## src/rtl/spiker_stream_pkg.sv

```systemverilog
// spiker_stream_pkg: shared FSM states and frame geometry helpers for the spike stream adapter
package spiker_stream_pkg;
  typedef enum logic [1:0] {IDLE, RUN, DONE} state_e;
  function automatic int n_words(int n_spikes, int width);
    return (n_spikes + width - 1) / width;
  endfunction
  function automatic int n_beats(int n_spikes, int beat_w);
    return (n_spikes + beat_w - 1) / beat_w;
  endfunction
  function automatic logic spike_live(int pos, int n_spikes);
    return pos < n_spikes;
  endfunction
endpackage

```

## src/rtl/spiker_beat_packer.sv

```systemverilog
// spiker_beat_packer: selects beat idx of a frame and zeroes positions past the last spike
module spiker_beat_packer import spiker_stream_pkg::*; #(
  parameter int TOT = 800,
  parameter int N_SPIKES = 784,
  parameter int BEAT_W = 16,
  parameter int CW = 6
) (
  input  logic [TOT-1:0]    frame,
  input  logic [CW-1:0]     idx,
  output logic [BEAT_W-1:0] beat
);
  logic [BEAT_W-1:0] live;
  for (genvar i = 0; i < BEAT_W; i++) begin : g_live
    assign live[i] = spike_live(int'(idx) * BEAT_W + i, N_SPIKES);
  end
  assign beat = BEAT_W'(frame >> (int'(idx) * BEAT_W)) & live;
endmodule

```

## src/rtl/spiker_stream_adapter.sv

```systemverilog
// spiker_stream_adapter: streams a spike frame to the core in beats and reassembles result beats; SPIKER_STREAM_POPCNT_EN adds spike_count_o
module spiker_stream_adapter import spiker_stream_pkg::*; #(
  parameter int WIDTH = 32,
  parameter int N_SPIKES = 784,
  parameter int BEAT_W = 16,
  localparam int N_WORDS = n_words(N_SPIKES, WIDTH),
  localparam int N_BEATS = n_beats(N_SPIKES, BEAT_W),
  localparam int CNTW = $clog2(N_SPIKES + 1)
) (
  input  logic                     clk_i,
  input  logic                     rst_i,
  input  logic                     start_i,
  input  logic [N_WORDS*WIDTH-1:0] spikes_i,
  output logic                     busy_o,
  output logic                     done_o,
  output logic                     tx_valid_o,
  input  logic                     tx_ready_i,
  output logic [BEAT_W-1:0]        tx_data_o,
  output logic                     tx_last_o,
  input  logic                     rx_valid_i,
  output logic                     rx_ready_o,
  input  logic [BEAT_W-1:0]        rx_data_i,
  output logic [N_WORDS*WIDTH-1:0] result_o,
  output logic                     result_valid_o
`ifdef SPIKER_STREAM_POPCNT_EN
  ,
  output logic [CNTW-1:0]          spike_count_o
`endif
);
  localparam int TOT = N_WORDS * WIDTH;
  localparam int CW = $clog2(N_BEATS + 1);
  localparam logic [CW-1:0] FULL = CW'(N_BEATS);
  localparam logic [CW-1:0] LAST = CW'(N_BEATS - 1);
  localparam logic [TOT-1:0] FMASK = {TOT{1'b1}} >> (TOT - N_SPIKES);
  state_e state, state_n;
  logic [TOT-1:0] frame;
  logic [CW-1:0] tx_cnt, rx_cnt, tx_cnt_n, rx_cnt_n;
  logic [BEAT_W-1:0] rx_mask;
  logic tx_fire, rx_fire, start_ok;
  spiker_beat_packer #(.TOT(TOT), .N_SPIKES(N_SPIKES), .BEAT_W(BEAT_W), .CW(CW)) u_tx_pack (
    .frame(frame), .idx(tx_cnt), .beat(tx_data_o)
  );
  // packing an all-live frame yields the write-enable mask for the incoming result beat
  spiker_beat_packer #(.TOT(TOT), .N_SPIKES(N_SPIKES), .BEAT_W(BEAT_W), .CW(CW)) u_rx_pack (
    .frame(FMASK), .idx(rx_cnt), .beat(rx_mask)
  );
  // handshakes, status and next state; DONE waits for both directions to finish
  always_comb begin
    tx_valid_o = state == RUN && tx_cnt < FULL;
    rx_ready_o = state == RUN && rx_cnt < FULL;
    tx_last_o = tx_valid_o && tx_cnt == LAST;
    busy_o = state == RUN;
    done_o = state == DONE;
    tx_fire = tx_valid_o && tx_ready_i;
    rx_fire = rx_valid_i && rx_ready_o;
    tx_cnt_n = tx_cnt + CW'(tx_fire);
    rx_cnt_n = rx_cnt + CW'(rx_fire);
    start_ok = state == IDLE && start_i;
    state_n = state == IDLE ? (start_i ? RUN : IDLE)
            : state == RUN ? (tx_cnt_n == FULL && rx_cnt_n == FULL ? DONE : RUN)
            : IDLE;
  end
  // state register
  always_ff @(posedge clk_i)
    if (rst_i) state <= IDLE;
    else state <= state_n;
  // frame snapshot, beat counters and result assembly
  always_ff @(posedge clk_i)
    if (rst_i) begin
      frame <= '0;
      result_o <= '0;
      result_valid_o <= 1'b0;
      tx_cnt <= '0;
      rx_cnt <= '0;
    end else if (start_ok) begin
      frame <= spikes_i & FMASK;
      result_o <= '0;
      result_valid_o <= 1'b0;
      tx_cnt <= '0;
      rx_cnt <= '0;
    end else begin
      tx_cnt <= done_o ? '0 : tx_cnt_n;
      rx_cnt <= done_o ? '0 : rx_cnt_n;
      if (rx_fire) result_o <= result_o | (TOT'(rx_data_i & rx_mask) << (int'(rx_cnt) * BEAT_W));
      if (state_n == DONE) result_valid_o <= 1'b1;
    end
`ifdef SPIKER_STREAM_POPCNT_EN
  // running popcount of every accepted spike beat
  always_ff @(posedge clk_i)
    if (rst_i || start_ok) spike_count_o <= '0;
    else if (tx_fire) spike_count_o <= spike_count_o + CNTW'($countones(tx_data_o));
`endif
endmodule

```

## config.mk

```make
export PLATFORM = sky130hd
export DESIGN_NAME = spiker_stream_adapter
export DESIGN_NICKNAME = d
export VERILOG_FILES = /design/src/rtl/spiker_stream_pkg.sv /design/src/rtl/spiker_beat_packer.sv /design/src/rtl/spiker_stream_adapter.sv
export SDC_FILE = /design/constraint.sdc
export NUM_CORES = 2
export LEC_CHECK = 0
export ABC_AREA = 1
export CAP_MARGIN = 20
export CORE_AREA = 10 10 638 640
export DETAILED_ROUTE_END_ITERATION = 7
export DIE_AREA = 0 0 648 650
export GPL_TIMING_DRIVEN = 0
export PLACE_DENSITY = 0.37
export REMOVE_ABC_BUFFERS = 1
export SLEW_MARGIN = 30
export SYNTH_ARGS = -nofsm -noshare
export SYNTH_HDL_FRONTEND = slang
export SYNTH_SLANG_ARGS = --single-unit
```

## constraint.sdc

```tcl
create_clock -name clk_i -period 2.65 [get_ports clk_i]
set_input_delay 0.6625 -clock clk_i [delete_from_list [all_inputs] [get_ports clk_i]]
set_output_delay 0.6625 -clock clk_i [all_outputs]
set_load 0.01 [all_outputs]
```

==> impl_metrics.tcl <==
set metrics [dict create \
    worstSetupPathType "reg2out" \
    fin_ws_ps -1340 \
    grt_setup_unrepaired "true" \
    ant_nets 0 \
    nets 11500 \
    cts_tree "done" \
    wirelength_mm 456 \
    drt-initial-drc-count 5060 \
    synth-seq-cells 1599 \
    synth.cell_area_mm2 0.0638 \
    fin_skew_ps 81.9 \
    cts_buffer_depth 4 \
    synth_commonest_cells "nand2_1, dfxtp_1, a21oi_1" \
    drive_above_1_share 0.123 \
    cts_max_level 4 \
    crit_path_max_incr_delay_ps 350 \
    grt_max_degree 130 \
    via_per_inst 4.30 \
    yosysTopAreaCell "dfxtp_1" \
    rows 231 \
    setup-tns-final_ps -21490 \
    fin_crit_ps 3990 \
    status "finished with violations" \
    clock_sinks 1599 \
    slowest_stage "dfxtp_4" \
    initial_core_util 0.162 \
    die-area_mm2 0.421 \
    syn_inst 8994 \
    dr.pass1.iters 5 \
    cp.arrival_ps 3330 \
    synthTopCellsByArea "dfxtp_1, nand2_1, a21oi_1, nand3_1, nor2_1" \
    grt_pass1_vias 65200 \
    synth-main-ff-cell "dfxtp_1" \
    cpMostUsedCell "buf_16" \
    vdd_drop_max_uv 523 \
    overflow 0 \
    synth-seq-area-share 0.502 \
    die_x_um 648 \
    coreArea_mm2 0.394 \
    synth_top_cell_area_share 0.502 \
    place.detailed.hpwl_mm 311 \
    yosys_warnings 0 \
    route.detailed.drc 0 \
    async_reset_ff_frac 0 \
    final-setup-viol-count 26 \
    synth_cell_types 32 \
    crit_chain "buf_12 > buf_16 > buf_16 > buf_16 > nand3_2 > nand2_4 > nand2_2 > nand2_1 > o21a_4 > a21oi_4 > buf_6" \
    area_growth_pct 61.6 \
    grtUsageTotal 0.199 \
    drv_cap 0 \
    clk_latency_ps 930 \
    violations "negative setup slack" \
    numCtsBuffers 211 \
    vias 69400 \
    root_buffer "clkbuf_16" \
    crit_fanout 38 \
    cp.required_ps 1990 \
    worstSetupEndpointType "output port" \
    power_density_mw_per_mm2 600 \
    avgSynthCellArea_um2 7.09 \
    die_y_um 650 \
    io_pins 1643 \
    hold_viol_final 0 \
    path_buf_inv 5 \
    drv_slew 0 \
    worstMarginPinSlew_ps 1120 \
    hold_path_class "in2reg" \
    period_share 1.51 \
    clk_pin_slew_ps 60 \
    fmax_mhz 250 \
    crit_family "buffers and inverters" \
    leakage_nw 39.2 \
    grt_pass1_wl_mm 587 \
    avgRoutedWirePerCell_um 28.2 \
    grt_antenna_before_repair 233 \
    pre_cts_ws_ps -2980 \
    port_buffers 1626 \
    yosysMostFrequentCell "nand2_1" \
    synth_edf_count 0 \
    cp-start-kind "flop" \
    relSlewSlack 0.247 \
    routabilityCongestion 0.832 \
]
report_power, final:
part / internal, mW / leakage [nW] / switching (mW)
registers: 24.8 / 13.0 / 0.373
logic: 2.87 / 22.7 / 3.72
clock network: 17.4 / 3.49 / 12.7
total: 45.0 / 39.2 / 16.8
cell usage in the layout (no fill, tap or decap), drive strengths merged:
cell           instances
a211oi                24
a21oi               1501
a31oi                 43
buf                  459
bufbuf                23
bufinv                 9
clkbuf               355
clkdlybuf4s50       1460
clkinv                45
clkinvlp               6
dfxtp               1599
diode                 89
dlymetal6s2s         143
ha                     4
inv                  563
nand2               2813
nand3                636
nand4                 52
nor2                 700
nor3                 211
nor4                  64
nor4b                  1
o211ai                 4
o21a                  14
o21ai                 71
xnor2                  2
xor2                   1
path summary, 6_finish.rpt:
| check | start | end | slack, ps | cells after the start |
|---|---|---|---|---|
| worst max-delay path | tx_cnt[1]$_SDFF_PP0_ | tx_data_o[11] | -1340 | 11 |
| worst min-delay path | rst_i | frame[315]$_SDFFE_PP0P_ | 190 | 2 |
| worst max register to register | tx_cnt[0]$_SDFF_PP0_ | state[1]$_SDFF_PP0_ | -460 | 22 |
| worst min register to register | result_o[789]$_SDFFE_PP0P_ | result_o[789]$_SDFFE_PP0P_ | 420 | 2 |
sequential cells by signal, summed over array words and instances, names as in the netlist:
register        count
state               2
rx_cnt              6
result_valid_o      1
tx_cnt              6
frame             784
result_o          800
cell type report:
class / instances / area [um^2]
fillers: 43700 / 291000
flip-flops and latches: 1599 / 32100
multi-input cells: 6141 / 29100
repair buffers: 2120 / 25700
well taps: 5242 / 6560
clock buffers: 320 / 6340
inverters: 554 / 2250
clock inverters: 62 / 754
diodes: 89 / 223
repair inverters: 7 / 65.1
kinds of logic (layout without fill, tap and decap cells):
logic type / count (synthesis) / count (layout) / share of synthesized area
buf+inv: 1257 / 3063 / 0.0789
xor+xnor: 3 / 3 / 0.000412
other cells: 0 / 89 / 0
compound gates: 1657 / 1657 / 0.133
fa+ha+maj: 4 / 4 / 0.000784
flops: 1599 / 1599 / 0.502
simple gates: 4474 / 4477 / 0.285
per-layer routing:
layer / track usage / up-vias / part of all wire
li1: - / 32600 / -
met1: 0.250 / 33800 / 0.43
met2: 0.323 / 2141 / 0.46
met3: 0.0534 / 784 / 0.069
met4: 0.0751 / 114 / 0.043
met5: 0 / - / 0.0016
metrics by stage:
step / cell area, um^2 / total power [mW] / util / std cells / hold WS [ps]
after global routing: 103000 / 64.2 / 0.261 / 16100 / 191
after global placement: 83700 / 30.1 / 0.212 / 15200 / 414
after floorplan: 60800 / 28.0 / - / 8291 / 436
after detailed placement: 87600 / 31.0 / 0.222 / 15300 / 418
final: 103000 / 61.8 / 0.261 / 16100 / 186
after CTS: 99900 / 62.4 / 0.253 / 15900 / 157
timing repair:
| action | in CTS | in global routing |
|---|---|---|
| setup endpoints to repair | 1400 | 1160 |
| setup buffers | 132 | 102 |
| pin swaps | 119 | 125 |
| resized for setup | 585 | 454 |
| hold buffers | 0 | 0 |
| cloned | 75 | 38 |
Power figures use the tool's default switching activity.
